`config.mk`:
```
export PLATFORM = sky130hd
export DESIGN_NAME = ahb2apb_bridge_flat
export DESIGN_NICKNAME = d
export VERILOG_FILES = /design/src/rtl/ahb2apb_if.sv /design/src/rtl/ahb2apb_bridge.sv /design/src/flat_wrapper.sv
export SDC_FILE = /design/constraint.sdc
export NUM_CORES = 1
export LEC_CHECK = 0
export BUFFER_PORTS_ARGS = -buffer_cell sky130_fd_sc_hd__buf_4
export CAP_MARGIN = 25
export CORE_MARGIN = 2
export CORE_UTILIZATION = 40
export DETAILED_ROUTE_END_ITERATION = 6
export PLACE_DENSITY = 0.73
export SLEW_MARGIN = 10
export SYNTH_ARGS = -nofsm -noshare
export SYNTH_HDL_FRONTEND = slang
export SYNTH_SLANG_ARGS = --single-unit
```
`constraint.sdc`:
```
create_clock -name PCLK -period 1.7 [get_ports PCLK]
set_input_delay 0 -clock PCLK [delete_from_list [all_inputs] [get_ports PCLK]]
set_output_delay 0 -clock PCLK [all_outputs]
set_load 0.05 [all_outputs]
```
`src/rtl/ahb2apb_if.sv`:
```
// AHB-Lite slave / APB master signal bundle for the AHB-to-APB bridge.
// The slave modport is the bridge's view; the master modport is the surrounding bus side.
interface ahb2apb_if;
  logic        HSEL;
  logic [31:0] HADDR;
  logic [1:0]  HTRANS;
  logic        HWRITE;
  logic        HREADY;
  logic [31:0] HWDATA;
  logic [31:0] HRDATA;
  logic        HREADYOUT;
  logic [1:0]  HRESP;
  logic [15:0] PSEL;
  logic        PENABLE;
  logic [31:0] PADDR;
  logic        PWRITE;
  logic [31:0] PWDATA;
  logic [31:0] PRDATA;
  logic        PREADY;
  logic        PSLVERR;

  modport slave (
    input  HSEL, HADDR, HTRANS, HWRITE, HREADY, HWDATA,
    output HRDATA, HREADYOUT, HRESP,
    output PSEL, PENABLE, PADDR, PWRITE, PWDATA,
    input  PRDATA, PREADY, PSLVERR
  );

  modport master (
    output HSEL, HADDR, HTRANS, HWRITE, HREADY, HWDATA,
    input  HRDATA, HREADYOUT, HRESP,
    input  PSEL, PENABLE, PADDR, PWRITE, PWDATA,
    output PRDATA, PREADY, PSLVERR
  );
endinterface

```
`src/rtl/ahb2apb_bridge.sv`:
```
// AHB-Lite slave to APB master bridge for 16 peripherals: address decode to one-hot PSEL,
// SETUP/ACCESS sequencing, PREADY timeout abort and two-cycle AHB ERROR response.
module ahb2apb_bridge #(
  parameter int unsigned SLOT_LSB = 12,
  parameter int unsigned TIMEOUT  = 255
) (
  input  logic       PCLK,
  input  logic       PRST_N,
  ahb2apb_if.slave   bus
);
  localparam int unsigned AW     = 32;
  localparam int unsigned DW     = 32;
  localparam int unsigned NSLV   = 16;
  localparam int unsigned SLOT_W = 4;
  localparam int unsigned CNT_W  = (TIMEOUT < 2) ? 1 : $clog2(TIMEOUT + 1);
  localparam logic [1:0]  RESP_OKAY  = 2'b00;
  localparam logic [1:0]  RESP_ERROR = 2'b01;

  typedef enum logic [2:0] {
    S_IDLE, S_WDATA, S_SETUP, S_ACCESS, S_DONE, S_ERR1, S_ERR2
  } state_e;

  state_e            state_q, state_d;
  logic [NSLV-1:0]   psel_q, psel_d;
  logic              penable_q, penable_d;
  logic [AW-1:0]     paddr_q, paddr_d;
  logic              pwrite_q, pwrite_d;
  logic [DW-1:0]     pwdata_q, pwdata_d;
  logic [DW-1:0]     hrdata_q, hrdata_d;
  logic              hreadyout_q, hreadyout_d;
  logic [1:0]        hresp_q, hresp_d;
  logic [CNT_W-1:0]  cnt_q, cnt_d;
  logic              accept_c;
  logic              timeout_c;
  logic              unused_htrans;

  assign unused_htrans = bus.HTRANS[0];

  // Next-state and registered-output computation; outputs follow the state being entered.
  always_comb begin
    state_d   = state_q;
    paddr_d   = paddr_q;
    pwrite_d  = pwrite_q;
    pwdata_d  = pwdata_q;
    hrdata_d  = hrdata_q;
    cnt_d     = cnt_q;
    accept_c  = bus.HSEL & bus.HREADY & bus.HTRANS[1];
    timeout_c = (TIMEOUT != 0) && ((32'(cnt_q) + 32'd1) == 32'(TIMEOUT));

    case (state_q)
      S_IDLE, S_DONE: begin
        state_d = S_IDLE;
        if (accept_c) begin
          paddr_d  = bus.HADDR;
          pwrite_d = bus.HWRITE;
          state_d  = bus.HWRITE ? S_WDATA : S_SETUP;
        end
      end
      S_WDATA: begin
        pwdata_d = bus.HWDATA;
        state_d  = S_SETUP;
      end
      S_SETUP: state_d = S_ACCESS;
      S_ACCESS: begin
        if (bus.PREADY) begin
          if (bus.PSLVERR) begin
            state_d = S_ERR1;
          end else begin
            if (!pwrite_q) hrdata_d = bus.PRDATA;
            state_d = S_DONE;
          end
        end else begin
          cnt_d = cnt_q + CNT_W'(1);
          if (timeout_c) state_d = S_ERR1;
        end
      end
      S_ERR1:  state_d = S_ERR2;
      S_ERR2:  state_d = S_IDLE;
      default: state_d = S_IDLE;
    endcase

    if (state_d == S_SETUP) cnt_d = '0;

    psel_d = '0;
    if (state_d == S_SETUP || state_d == S_ACCESS)
      psel_d = NSLV'(1) << paddr_d[SLOT_LSB +: SLOT_W];
    penable_d   = (state_d == S_ACCESS);
    hreadyout_d = (state_d inside {S_IDLE, S_DONE, S_ERR2});
    hresp_d     = (state_d inside {S_ERR1, S_ERR2}) ? RESP_ERROR : RESP_OKAY;
  end

  always_ff @(posedge PCLK) begin
    if (!PRST_N) begin
      state_q     <= S_IDLE;
      psel_q      <= '0;
      penable_q   <= 1'b0;
      paddr_q     <= '0;
      pwrite_q    <= 1'b0;
      pwdata_q    <= '0;
      hrdata_q    <= '0;
      hreadyout_q <= 1'b1;
      hresp_q     <= RESP_OKAY;
      cnt_q       <= '0;
    end else begin
      state_q     <= state_d;
      psel_q      <= psel_d;
      penable_q   <= penable_d;
      paddr_q     <= paddr_d;
      pwrite_q    <= pwrite_d;
      pwdata_q    <= pwdata_d;
      hrdata_q    <= hrdata_d;
      hreadyout_q <= hreadyout_d;
      hresp_q     <= hresp_d;
      cnt_q       <= cnt_d;
    end
  end

  assign bus.PSEL      = psel_q;
  assign bus.PENABLE   = penable_q;
  assign bus.PADDR     = paddr_q;
  assign bus.PWRITE    = pwrite_q;
  assign bus.PWDATA    = pwdata_q;
  assign bus.HRDATA    = hrdata_q;
  assign bus.HREADYOUT = hreadyout_q;
  assign bus.HRESP     = hresp_q;
endmodule

```
`src/flat_wrapper.sv`:
```
// flat-port wrapper written by rule: the top's interface ports become plain ports
module ahb2apb_bridge_flat 
#(
  parameter int unsigned SLOT_LSB = 12,
  parameter int unsigned TIMEOUT  = 255
)
  (PCLK, PRST_N, bus_HSEL, bus_HADDR, bus_HTRANS, bus_HWRITE, bus_HREADY, bus_HWDATA, bus_HRDATA, bus_HREADYOUT, bus_HRESP, bus_PSEL, bus_PENABLE, bus_PADDR, bus_PWRITE, bus_PWDATA, bus_PRDATA, bus_PREADY, bus_PSLVERR);
  ahb2apb_if bus_i ();
  input  logic PCLK;
  input  logic PRST_N;
  input wire logic [$bits(bus_i.HSEL)-1:0] bus_HSEL;
  input wire logic [$bits(bus_i.HADDR)-1:0] bus_HADDR;
  input wire logic [$bits(bus_i.HTRANS)-1:0] bus_HTRANS;
  input wire logic [$bits(bus_i.HWRITE)-1:0] bus_HWRITE;
  input wire logic [$bits(bus_i.HREADY)-1:0] bus_HREADY;
  input wire logic [$bits(bus_i.HWDATA)-1:0] bus_HWDATA;
  output wire logic [$bits(bus_i.HRDATA)-1:0] bus_HRDATA;
  output wire logic [$bits(bus_i.HREADYOUT)-1:0] bus_HREADYOUT;
  output wire logic [$bits(bus_i.HRESP)-1:0] bus_HRESP;
  output wire logic [$bits(bus_i.PSEL)-1:0] bus_PSEL;
  output wire logic [$bits(bus_i.PENABLE)-1:0] bus_PENABLE;
  output wire logic [$bits(bus_i.PADDR)-1:0] bus_PADDR;
  output wire logic [$bits(bus_i.PWRITE)-1:0] bus_PWRITE;
  output wire logic [$bits(bus_i.PWDATA)-1:0] bus_PWDATA;
  input wire logic [$bits(bus_i.PRDATA)-1:0] bus_PRDATA;
  input wire logic [$bits(bus_i.PREADY)-1:0] bus_PREADY;
  input wire logic [$bits(bus_i.PSLVERR)-1:0] bus_PSLVERR;
  assign bus_i.HSEL = bus_HSEL;
  assign bus_i.HADDR = bus_HADDR;
  assign bus_i.HTRANS = bus_HTRANS;
  assign bus_i.HWRITE = bus_HWRITE;
  assign bus_i.HREADY = bus_HREADY;
  assign bus_i.HWDATA = bus_HWDATA;
  assign bus_HRDATA = bus_i.HRDATA;
  assign bus_HREADYOUT = bus_i.HREADYOUT;
  assign bus_HRESP = bus_i.HRESP;
  assign bus_PSEL = bus_i.PSEL;
  assign bus_PENABLE = bus_i.PENABLE;
  assign bus_PADDR = bus_i.PADDR;
  assign bus_PWRITE = bus_i.PWRITE;
  assign bus_PWDATA = bus_i.PWDATA;
  assign bus_i.PRDATA = bus_PRDATA;
  assign bus_i.PREADY = bus_PREADY;
  assign bus_i.PSLVERR = bus_PSLVERR;
  ahb2apb_bridge #(.SLOT_LSB(SLOT_LSB), .TIMEOUT(TIMEOUT)) u_core (.PCLK(PCLK), .PRST_N(PRST_N), .bus(bus_i));
endmodule
```
==> impl_results.rst, run 1 <==
.. list-table::
   :header-rows: 1

   * - Metric
     - Value
   * - CTS buffer count
     - 17
   * - Detailed Routing Iterations Pass 1
     - 4
   * - Post-synth top flop
     - sky130_fd_sc_hd__dfxtp_1
   * - Standard-cell row count
     - 42
   * - Maximum number of pins on one net before global-route repair
     - 62
   * - Die Footprint
     - 14200 um^2
   * - Via-per-instance ratio
     - 4.91
   * - Wirelength per Cell
     - 15.8 um
   * - Leading cell types in the layout, fill and taps excluded
     - sky130_fd_sc_hd__buf_4 (237), sky130_fd_sc_hd__nand2_1 (138), sky130_fd_sc_hd__dfxtp_1 (126)
   * - Worst setup EP type
     - flip-flop
   * - Critical path class
     - reg -> reg
   * - Hpwl dp
     - 10100 um
   * - Final setup violation count
     - 0
   * - Flops & latches, synth
     - 127
   * - Clock sinks
     - 127
   * - Synth Net Count
     - 661
   * - Highest Clock Rate
     - 601 MHz
   * - Worst skew pair latency
     - 0.41 ns
   * - IR drop worst, VDD
     - 0.775 mV
   * - Run status
     - complete, no violations
   * - Overall global routing resource usage
     - 0.231
   * - H-tree lvl count
     - 4
   * - Number of antenna-violating nets in the routed design
     - 0
   * - Synthesized area divided by synthesized cell count
     - 9.61 um^2
   * - Root Buffer Master
     - sky130_fd_sc_hd__clkbuf_16
   * - Final clock skew
     - 0.00636 ns
   * - DRC violations left
     - 0
   * - Most common cell after layout, fill and taps aside
     - sky130_fd_sc_hd__buf_4
   * - Worst slack at placement
     - -0.425 ns
   * - Max Cap Viol
     - 0
   * - Worst Max-Slew Pin Slew
     - 0.542 ns
   * - Die Y-Extent
     - 119 um
   * - Critical path data arrival time
     - 1.98 ns
   * - Top-level I/O count
     - 222
   * - Worst hold slack
     - 0.0215 ns
   * - Initial DRC Count
     - 301
   * - Number of nets at the end of the flow
     - 983
   * - Number of antenna repair diodes
     - 0
   * - Total via count after detailed routing
     - 5228
   * - Synthesis-to-finish area growth
     - 67.7%
   * - Slew HR
     - 0.639
   * - Leak
     - 3.90 nW
   * - Placer congestion estimate
     - 0.860
   * - Final period utilization
     - 0.978
   * - Gate count after technology mapping
     - 554
   * - Number of enable flip-flop cells after synthesis
     - 0
   * - Clock buffer depth
     - 2
   * - Worst Setup Start Kind
     - flip-flop
   * - Crit path setup slack, layout
     - 0.0369 ns
   * - Required time of the worst setup path
     - 2.01 ns
   * - Footprint of the multi-input gates
     - 2630 um^2
   * - Initial core utilization
     - 0.405
   * - Pwr Density
     - 914 nW/um^2
   * - First-pass GRT wire length
     - 26200 um
   * - Proportion of layout cells with a drive suffix above 1
     - 0.364
   * - Critical path peak fanout
     - 10
   * - Via count of the first global-routing pass
     - 5339
   * - Sequential Area
     - 2540 um^2
   * - Tightest Hold Check Type
     - in -> reg
   * - Final Hold Fails
     - 0
   * - Clock tree from TritonCTS
     - built
   * - Placeable Area
     - 13100 um^2
   * - Summed instance area of the synthesized netlist
     - 5320 um^2
   * - Die Width
     - 119 um
   * - Post-route minimum period
     - 1.66 ns
   * - Overflow left after global routing
     - 0
   * - Number of fill cells
     - 922
   * - Share of async-settable or async-resettable flops after synthesis
     - 0
   * - Initial antenna violation count
     - 0
   * - Count of buffers from port buffering
     - 219
   * - Count of final max-slew check failures
     - 0
   * - Final WL
     - 16800 um
   * - Number of distinct library cell variants in the gate-level netlist after synthesis
     - 57
   * - Yosys warning count
     - 0
   * - Clock-pin transition on the worst setup and hold timing paths
     - 0.05 ns
   * - Share of the yosys chip area belonging to registers
     - 0.478
Yosys cell counts (3+ instances only):
cell type | n | area [um^2]
sky130_fd_sc_hd__buf_6 | 4 | 45.0
sky130_fd_sc_hd__dfxtp_1 | 127 | 2540
sky130_fd_sc_hd__a21boi_1 | 17 | 128
sky130_fd_sc_hd__nor4b_4 | 3 | 71.3
sky130_fd_sc_hd__nand3_1 | 3 | 15.0
sky130_fd_sc_hd__buf_2 | 11 | 55.1
sky130_fd_sc_hd__clkbuf_1 | 17 | 63.8
sky130_fd_sc_hd__nand2b_1 | 6 | 37.5
sky130_fd_sc_hd__mux2i_1 | 32 | 320
sky130_fd_sc_hd__a211oi_1 | 8 | 60.1
sky130_fd_sc_hd__a21oi_1 | 6 | 30.0
sky130_fd_sc_hd__a21boi_0 | 48 | 360
sky130_fd_sc_hd__buf_4 | 6 | 45.0
sky130_fd_sc_hd__xor2_1 | 7 | 61.3
sky130_fd_sc_hd__o22ai_1 | 16 | 100
sky130_fd_sc_hd__nand2_1 | 138 | 518
sky130_fd_sc_hd__a211oi_4 | 3 | 60.1
sky130_fd_sc_hd__a211oi_2 | 11 | 138
sky130_fd_sc_hd__inv_1 | 3 | 11.3
sky130_fd_sc_hd__nand4_1 | 3 | 18.8
sky130_fd_sc_hd__nor2_1 | 9 | 33.8
sky130_fd_sc_hd__nor2b_1 | 34 | 213
critical path, cell delays in order (launching register included):
cell and delay (ns):
sky130_fd_sc_hd__dfxtp_1 0.38, sky130_fd_sc_hd__buf_4 0.15, sky130_fd_sc_hd__and4b_2 0.34, sky130_fd_sc_hd__a211oi_4 0.36, sky130_fd_sc_hd__o22ai_1 0.13, sky130_fd_sc_hd__a211oi_1 0.20
routing by layer:
layer / vias to the layer above / track usage / routed length [um]
li1: 2527 / - / -
met1: 2444 / 0.261 / 6860
met2: 226 / 0.405 / 8370
met3: 31 / 0.0742 / 1220
met4: 0 / 0.0897 / 368
met5: - / 0 / 0
report_power, final:
part           internal, mW  switching, mW
clock network          2.60           1.29
logic                 0.545          0.622
registers              3.05         0.0475
flip-flops by register name, indices dropped and copies added (netlist names):
register / flops
u_core.bus.HRDATA: 32
u_core.bus.PADDR: 32
u_core.bus.PWDATA: 32
u_core.bus.PSEL: 16
u_core.cnt_q: 8
u_core.state_q: 3
u_core.bus.HREADYOUT: 1
u_core.bus.HRESP: 1
u_core.bus.PENABLE: 1
u_core.bus.PWRITE: 1
metrics by stage:
stage | cell area, um^2 | instances | setup TNS (ns) | utilization | total power, mW
6_report | 8930 | 1065 | 0 | 0.679 | 8.15
3_3_place_gp | 7180 | 932 | -3.87 | 0.547 | 4.08
4_1_cts | 8860 | 1064 | 0 | 0.674 | 8.18
3_5_place_dp | 7180 | 932 | -7.24 | 0.547 | 4.10
2_1_floorplan | 5320 | 554 | 0 | - | 3.70
5_1_grt | 8930 | 1065 | -0.0187 | 0.679 | 8.43
kinds of logic after synthesis:
group           count (synthesis)  share of synthesized area
flops                         127                      0.478
xor+xnor                        9                     0.0162
fa+ha+maj                       2                    0.00470
mux                            32                     0.0602
simple gates                  220                      0.211
compound gates                121                      0.186
other cells                     1                   0.000704
buf+inv                        42                     0.0442
final cells by class:
class                   count  share of cell area
clock inverters            10              0.0177
inverters                   3             0.00126
multi-input cells         386               0.294
clock buffers              22              0.0542
well taps                 176              0.0247
flip-flops and latches    127               0.285
repair buffers            341               0.323
final timing paths:
kind                                                           to  slack [ns]  depth (start not counted)                              start
worst max-delay path                u_core.bus.PSEL[1]$_SDFF_PP0_        0.04                          5       u_core.state_q[1]$_SDFF_PN0_
worst min-delay path                 u_core.state_q[0]$_SDFF_PN0_        0.02                          4                        bus_PSLVERR
worst max register to register      u_core.bus.PSEL[1]$_SDFF_PP0_        0.04                          5       u_core.state_q[1]$_SDFF_PN0_
worst min register to register  u_core.bus.PADDR[25]$_SDFFE_PN0P_        0.45                          2  u_core.bus.PADDR[25]$_SDFFE_PN0P_
what timing repair did:
action	in CTS	in global routing
pin swaps	1	3
hold buffers	97	0
endpoints found under the hold margin	98	0
setup buffers	3	0
gates cloned	0	1
endpoints found under the setup margin	40	51
gates resized for setup	3	15
(Power assumes the default switching activity.)
==> run 2, diff against run 1 <==
Settings changed: CORE_ASPECT_RATIO from default to 1.1, CORE_UTILIZATION 40 to 43, PLACE_DENSITY 0.73 to 0.78.
==> run 2 against run 1 <==
  * The run now ends with setup timing left
  * Sequential power barely moved
  * Register-to-register slack lost 0.06 ns
  * Fmax down 3.7%
  * Sequential share of layout area rose by 0.13 points
  * Cell count fell by 2.3%
  * Power down 5.6%
  * Non-clock buffer count grew 2
  * Global-route usage rose by 2.7 points
  * Combinational power about the same
  * Worst setup slack got worse by 0.064 ns
  * Wire length is 3.7% higher
  * Critical endpoint is now u_core.bus.HREADYOUT$_SDFF_PN1_
==> impl_results.rst, run 2 (same netlist as run 1, synthesis figures left out) <==
.. list-table::
   :header-rows: 1

   * - Metric
     - Value
   * - Initial core utilization
     - 0.442
   * - DRC violations left
     - 0
   * - Overflow left after global routing
     - 0
   * - Synthesis-to-finish area growth
     - 67.5%
   * - Standard-cell row count
     - 42
   * - Detailed Routing Iterations Pass 1
     - 5
   * - Required time of the worst setup path
     - 2.05 ns
   * - Total via count after detailed routing
     - 5305
   * - Overall global routing resource usage
     - 0.258
   * - Via count of the first global-routing pass
     - 5488
   * - Most common cell after layout, fill and taps aside
     - sky130_fd_sc_hd__buf_4
   * - Worst Setup Start Kind
     - flip-flop
   * - Clock sinks
     - 127
   * - Worst skew pair latency
     - 0.41 ns
   * - Highest Clock Rate
     - 579 MHz
   * - Number of fill cells
     - 767
   * - Pwr Density
     - 863 nW/um^2
   * - Worst setup EP type
     - flip-flop
   * - Hpwl dp
     - 10100 um
   * - First-pass GRT wire length
     - 26400 um
   * - Critical path peak fanout
     - 5
   * - Top-level I/O count
     - 222
   * - Placer congestion estimate
     - 0.861
   * - Die Y-Extent
     - 121 um
   * - Count of buffers from port buffering
     - 219
   * - Maximum number of pins on one net before global-route repair
     - 55
   * - Leak
     - 3.89 nW
   * - Die Width
     - 110 um
   * - Crit path setup slack, layout
     - -0.0273 ns
   * - Total Neg Setup Slack
     - -0.105 ns
   * - Final period utilization
     - 1.02
   * - Failing checks
     - setup timing
   * - H-tree lvl count
     - 4
   * - Critical path class
     - reg -> reg
   * - Initial antenna violation count
     - 0
   * - Wirelength per Cell
     - 16.8 um
   * - Number of non-filler instances in the completed layout
     - 1041
   * - Clock-pin transition on the worst setup and hold timing paths
     - 0.06 ns
   * - Startpoint of the worst hold path
     - bus_PSLVERR
   * - Leading cell types in the layout, fill and taps excluded
     - sky130_fd_sc_hd__buf_4 (235), sky130_fd_sc_hd__nand2_1 (138), sky130_fd_sc_hd__dfxtp_1 (123)
   * - Critical path data arrival time
     - 2.07 ns
   * - Max Cap Viol
     - 0
   * - Root Buffer Master
     - sky130_fd_sc_hd__clkbuf_16
   * - RSZ-0062 raised after global routing
     - yes
   * - Worst slack at placement
     - -0.347 ns
   * - Number of antenna repair diodes
     - 0
   * - Reg2Reg Launch Point
     - u_core.cnt_q[1]$_SDFFE_PP0P_
   * - Proportion of layout cells with a drive suffix above 1
     - 0.371
   * - Number of nets at the end of the flow
     - 984
   * - Post-route minimum period
     - 1.73 ns
   * - Clock tree from TritonCTS
     - built
   * - Clock buffer depth
     - 2
   * - Final Hold Fails
     - 0
   * - CTS buffer count
     - 17
   * - Placeable Area
     - 12000 um^2
   * - IR drop worst, VDD
     - 0.526 mV
   * - Count of final max-slew check failures
     - 0
   * - Tightest Hold Check Type
     - in -> reg
   * - Final WL
     - 17400 um
   * - Final clock skew
     - 0.00978 ns
   * - Placed cell count
     - 909
   * - Die Footprint
     - 13300 um^2
   * - Number of antenna-violating nets in the routed design
     - 0
   * - Launching instance or port of the critical path
     - u_core.cnt_q[1]$_SDFFE_PP0P_
   * - Run status
     - complete, but fails checks
   * - Via-per-instance ratio
     - 5.10
   * - Final setup violation count
     - 6
   * - Initial DRC Count
     - 272
==> run 2: final cells by class <==
class | count | area (um^2) | area share
sequential | 127 | 2550 | 0.286
multi-input combinational | 385 | 2670 | 0.300
tap | 154 | 193 | 0.0216
inverter | 3 | 15.0 | 0.00168
clock buffer | 21 | 450 | 0.0505
clock inverter | 8 | 92.6 | 0.0104
timing repair buffer | 343 | 2940 | 0.330
==> run 2: critical path, cell delays in order (launching register included) <==
cell	delay [ns]
sky130_fd_sc_hd__dfxtp_4	0.37
sky130_fd_sc_hd__ha_4	0.17
sky130_fd_sc_hd__xor2_4	0.19
sky130_fd_sc_hd__a311oi_4	0.13
sky130_fd_sc_hd__a211oi_4	0.45
sky130_fd_sc_hd__clkbuf_16	0.25
sky130_fd_sc_hd__o21ba_1	0.11
==> run 2: final timing paths <==
path | end | slack [ns] | cells past startpoint
max | u_core.bus.HREADYOUT$_SDFF_PN1_ | -0.03 | 6
min | u_core.state_q[0]$_SDFF_PN0_ | 0.04 | 4
max reg2reg | u_core.bus.HREADYOUT$_SDFF_PN1_ | -0.03 | 6
min reg2reg | u_core.bus.PADDR[5]$_SDFFE_PN0P_ | 0.45 | 2
==> run 2: repair_timing <==
action                                  in CTS  in global routing
endpoints found under the setup margin      18                 70
pin swaps                                    2                  7
hold buffers                                98                  0
buffers inserted                             1                  2
cloned                                       0                  2
hold endpoints to repair                    98                  0
resized for setup                            0                 32
==> run 2: where the power goes <==
group	internal [mW]	total, mW	switching (mW)
clock	2.16	3.42	1.26
combinational	0.551	1.17	0.621
sequential	3.05	3.11	0.0547
total	5.76	7.69	1.94
==> run 2: metal layers <==
layer  vias up  GRT usage  share of wire
met5         -          0              0
met4         0      0.119          0.030
met3        50     0.0819          0.081
met2       255      0.456           0.51
met1      2478      0.275           0.38
li1       2522          -              -
==> run 2: stage by stage <==
| stage | cell area, um^2 | hold slack [ns] | power (mW) | util |
|---|---|---|---|---|
| final | 8920 | 0.0360 | 7.69 | 0.741 |
| after global routing | 8920 | 0.0587 | 7.96 | 0.741 |
| after detailed placement | 7170 | 0.258 | 4.10 | 0.596 |
| after floorplan | 5320 | 0.135 | 3.70 | - |
| after CTS | 8720 | 0.00381 | 7.65 | 0.724 |
| after global placement | 7170 | 0.247 | 4.08 | 0.596 |
==> run 3, diff against run 2 <==
Settings changed: CORE_MARGIN 2 to 3, CORE_UTILIZATION 43 to 45, CTS_BUF_LIST from default to sky130_fd_sc_hd__clkbuf_2, PLACE_DENSITY 0.78 to 0.81.
==> run 3 against run 2 <==
  * The run now ends clean
  * Register-to-register slack improved by 0.05 ns
  * Worst setup slack improved by 0.050 ns
  * Clock power down 45%
  * Sequential cell count did not move
  * Cell count is 0.77% higher
  * Wire length is 0.12% higher
  * Cell area fell by 3.8%
  * Critical path type unchanged
==> impl_results.rst, run 3 (same netlist as run 1, synthesis figures left out) <==
.. list-table::
   :header-rows: 1

   * - Metric
     - Value
   * - Final period utilization
     - 0.986
   * - Leak
     - 3.80 nW
   * - Most common cell after layout, fill and taps aside
     - sky130_fd_sc_hd__buf_4
   * - Critical path peak fanout
     - 5
   * - Most common cell type on the critical path
     - sky130_fd_sc_hd__buf_6
   * - Initial antenna violation count
     - 0
   * - Number of antenna-violating nets in the routed design
     - 0
   * - Top-level I/O count
     - 222
   * - Clock buffer depth
     - 2
   * - Die Y-Extent
     - 120 um
   * - Post-route minimum period
     - 1.68 ns
   * - Number of buffers and inverters on the critical path
     - 3
   * - Run status
     - complete, no violations
   * - Clock tree from TritonCTS
     - built
   * - Number of non-filler instances in the completed layout
     - 1049
   * - Tightest Hold Check Type
     - in -> reg
   * - Placed cell count
     - 905
   * - Critical path class
     - reg -> reg
   * - Die Footprint
     - 13200 um^2
   * - Leading cell types in the layout, fill and taps excluded
     - sky130_fd_sc_hd__buf_4 (240), sky130_fd_sc_hd__nand2_1 (138), sky130_fd_sc_hd__dfxtp_1 (124)
   * - Final Power
     - 6.19 mW
   * - Number of fill cells
     - 741
   * - Final WL
     - 17500 um
   * - Final setup violation count
     - 0
   * - Routed metal-1 wirelength
     - 6410 um
   * - RSZ-0062 raised after global routing
     - yes
   * - Footprint of the multi-input gates
     - 2610 um^2
   * - Max Cap Viol
     - 0
   * - Highest metal used
     - met4
   * - Worst hold slack
     - 0.116 ns
   * - Startpoint of the worst hold path
     - bus_HWDATA[22]
   * - Worst Setup Start Kind
     - flip-flop
   * - Stage delay of the slowest cell on the critical path
     - 0.39 ns
   * - Pwr Density
     - 721 nW/um^2
   * - Number of nets at the end of the flow
     - 993
   * - Maximum number of pins on one net before global-route repair
     - 59
   * - Detailed Routing Iterations Pass 1
     - 5
   * - Overflow left after global routing
     - 0
   * - Count of final max-slew check failures
     - 0
   * - Sequential Area
     - 2550 um^2
   * - Worst skew pair latency
     - 0.67 ns
   * - Launching instance or port of the critical path
     - u_core.state_q[1]$_SDFF_PN0_
   * - Hpwl dp
     - 10500 um
   * - Via-per-instance ratio
     - 5.04
   * - Top Family by Delay on Critical Path
     - buffers and inverters
   * - Clock sinks
     - 127
   * - Initial core utilization
     - 0.463
   * - Die Width
     - 110 um
   * - Met2 routed WL
     - 9230 um
   * - Final Hold Fails
     - 0
   * - Via count of the first global-routing pass
     - 5501
   * - Placeable Area
     - 11500 um^2
   * - Worst setup EP type
     - flip-flop
   * - Root Buffer Master
     - sky130_fd_sc_hd__clkbuf_2
   * - Routed wire length on met3
     - 1300 um
   * - Highest Clock Rate
     - 596 MHz
   * - Number of antenna repair diodes
     - 0
   * - H-tree lvl count
     - 4
   * - Proportion of layout cells with a drive suffix above 1
     - 0.359
   * - CTS buffer count
     - 17
   * - Reg2Reg Setup Slack
     - 0.02 ns
   * - Wirelength per Cell
     - 16.7 um
   * - Total Neg Setup Slack
     - 0 ns
   * - Reg2Reg Launch Point
     - u_core.state_q[1]$_SDFF_PN0_
   * - CP max-delay cell
     - sky130_fd_sc_hd__dfxtp_4
   * - Critical path data arrival time
     - 2.25 ns
   * - Required time of the worst setup path
     - 2.27 ns
   * - Initial DRC Count
     - 293
   * - DRC violations left
     - 0
   * - Overall global routing resource usage
     - 0.257
   * - Synthesis-to-finish area growth
     - 61.1%
   * - Total via count after detailed routing
     - 5287
   * - Clock-pin transition on the worst setup and hold timing paths
     - 0.23 ns
   * - Placer congestion estimate
     - 0.868
   * - Final clock skew
     - 0.0456 ns
   * - Series of cell instances along the critical path
     - buf_6 -> nand4b_4 -> buf_6 -> nor4b_4 -> buf_4 -> o22ai_2 -> a211oi_2
   * - Count of buffers from port buffering
     - 219
   * - IR drop worst, VDD
     - 0.581 mV
   * - First-pass GRT wire length
     - 26500 um
   * - Standard-cell row count
     - 41
==> run 3: changes by cell type in the layout (fill, tap and decap cells not counted), sizes merged <==
cell / before / now
clkbuf: 22 / 17
buf: 244 / 248
inv: 2 / 6
or2: 2 / 3
clkinvlp: 2 / 5
dlygate4sd3: 98 / 103
==> run 3: worst reg2reg max path, delay by kind of cell, from the launching register on <==
kind / cells / cell delay [ns]
compound gates: 2 / 0.32
buf+inv: 3 / 0.47
flops: 1 / 0.39
simple gates: 2 / 0.45
==> run 3: final timing paths <==
| path | endpoint | cells past startpoint |
|---|---|---|
| setup / recovery | u_core.bus.PSEL[10]$_SDFF_PN0_ | 7 |
| hold reg to reg | u_core.bus.PADDR[10]$_SDFFE_PN0P_ | 2 |
| hold / removal | u_core.bus.PWDATA[22]$_SDFFE_PN0N_ | 4 |
| setup reg to reg | u_core.bus.PSEL[10]$_SDFF_PN0_ | 7 |
==> run 3: repair_timing <==
action	4_1_cts	5_1_grt
cloned	0	1
resized for setup	1	14
hold endpoints to repair	127	0
setup buffers	4	4
pin swaps	2	5
hold buffers	103	0
setup endpoints to repair	18	51
==> run 3: through the flow <==
step	setup slack (ns)	area [um^2]	utilization
after global routing	-0.0471	8580	0.746
after detailed placement	-0.372	7150	0.623
after global placement	-0.222	7150	0.623
after floorplan	0.0156	5320	-
after CTS	0.0117	8480	0.738
final	0.0231	8580	0.746
==> run 3: metal layers <==
metal | vias to the layer above | track usage
met5 | - | 0
met4 | 0 | 0.125
met3 | 44 | 0.0791
met2 | 226 | 0.464
met1 | 2467 | 0.265
li1 | 2550 | -
==> run 3: final cells by class <==
cell class              instances  share of cell area
flip-flops and latches        127               0.297
well taps                     150              0.0219
inverters                       3             0.00131
multi-input cells             386               0.304
repair buffers                351               0.347
clock buffers                  17             0.00992
clock inverters                15              0.0190
==> run 3: where the power goes <==
group          switching, mW  internal [mW]  leakage (nW)
Clock                   1.20          0.686         0.131
Combinational          0.630          0.561          2.65
Sequential            0.0484           3.06          1.03
Total                   1.88           4.30          3.80
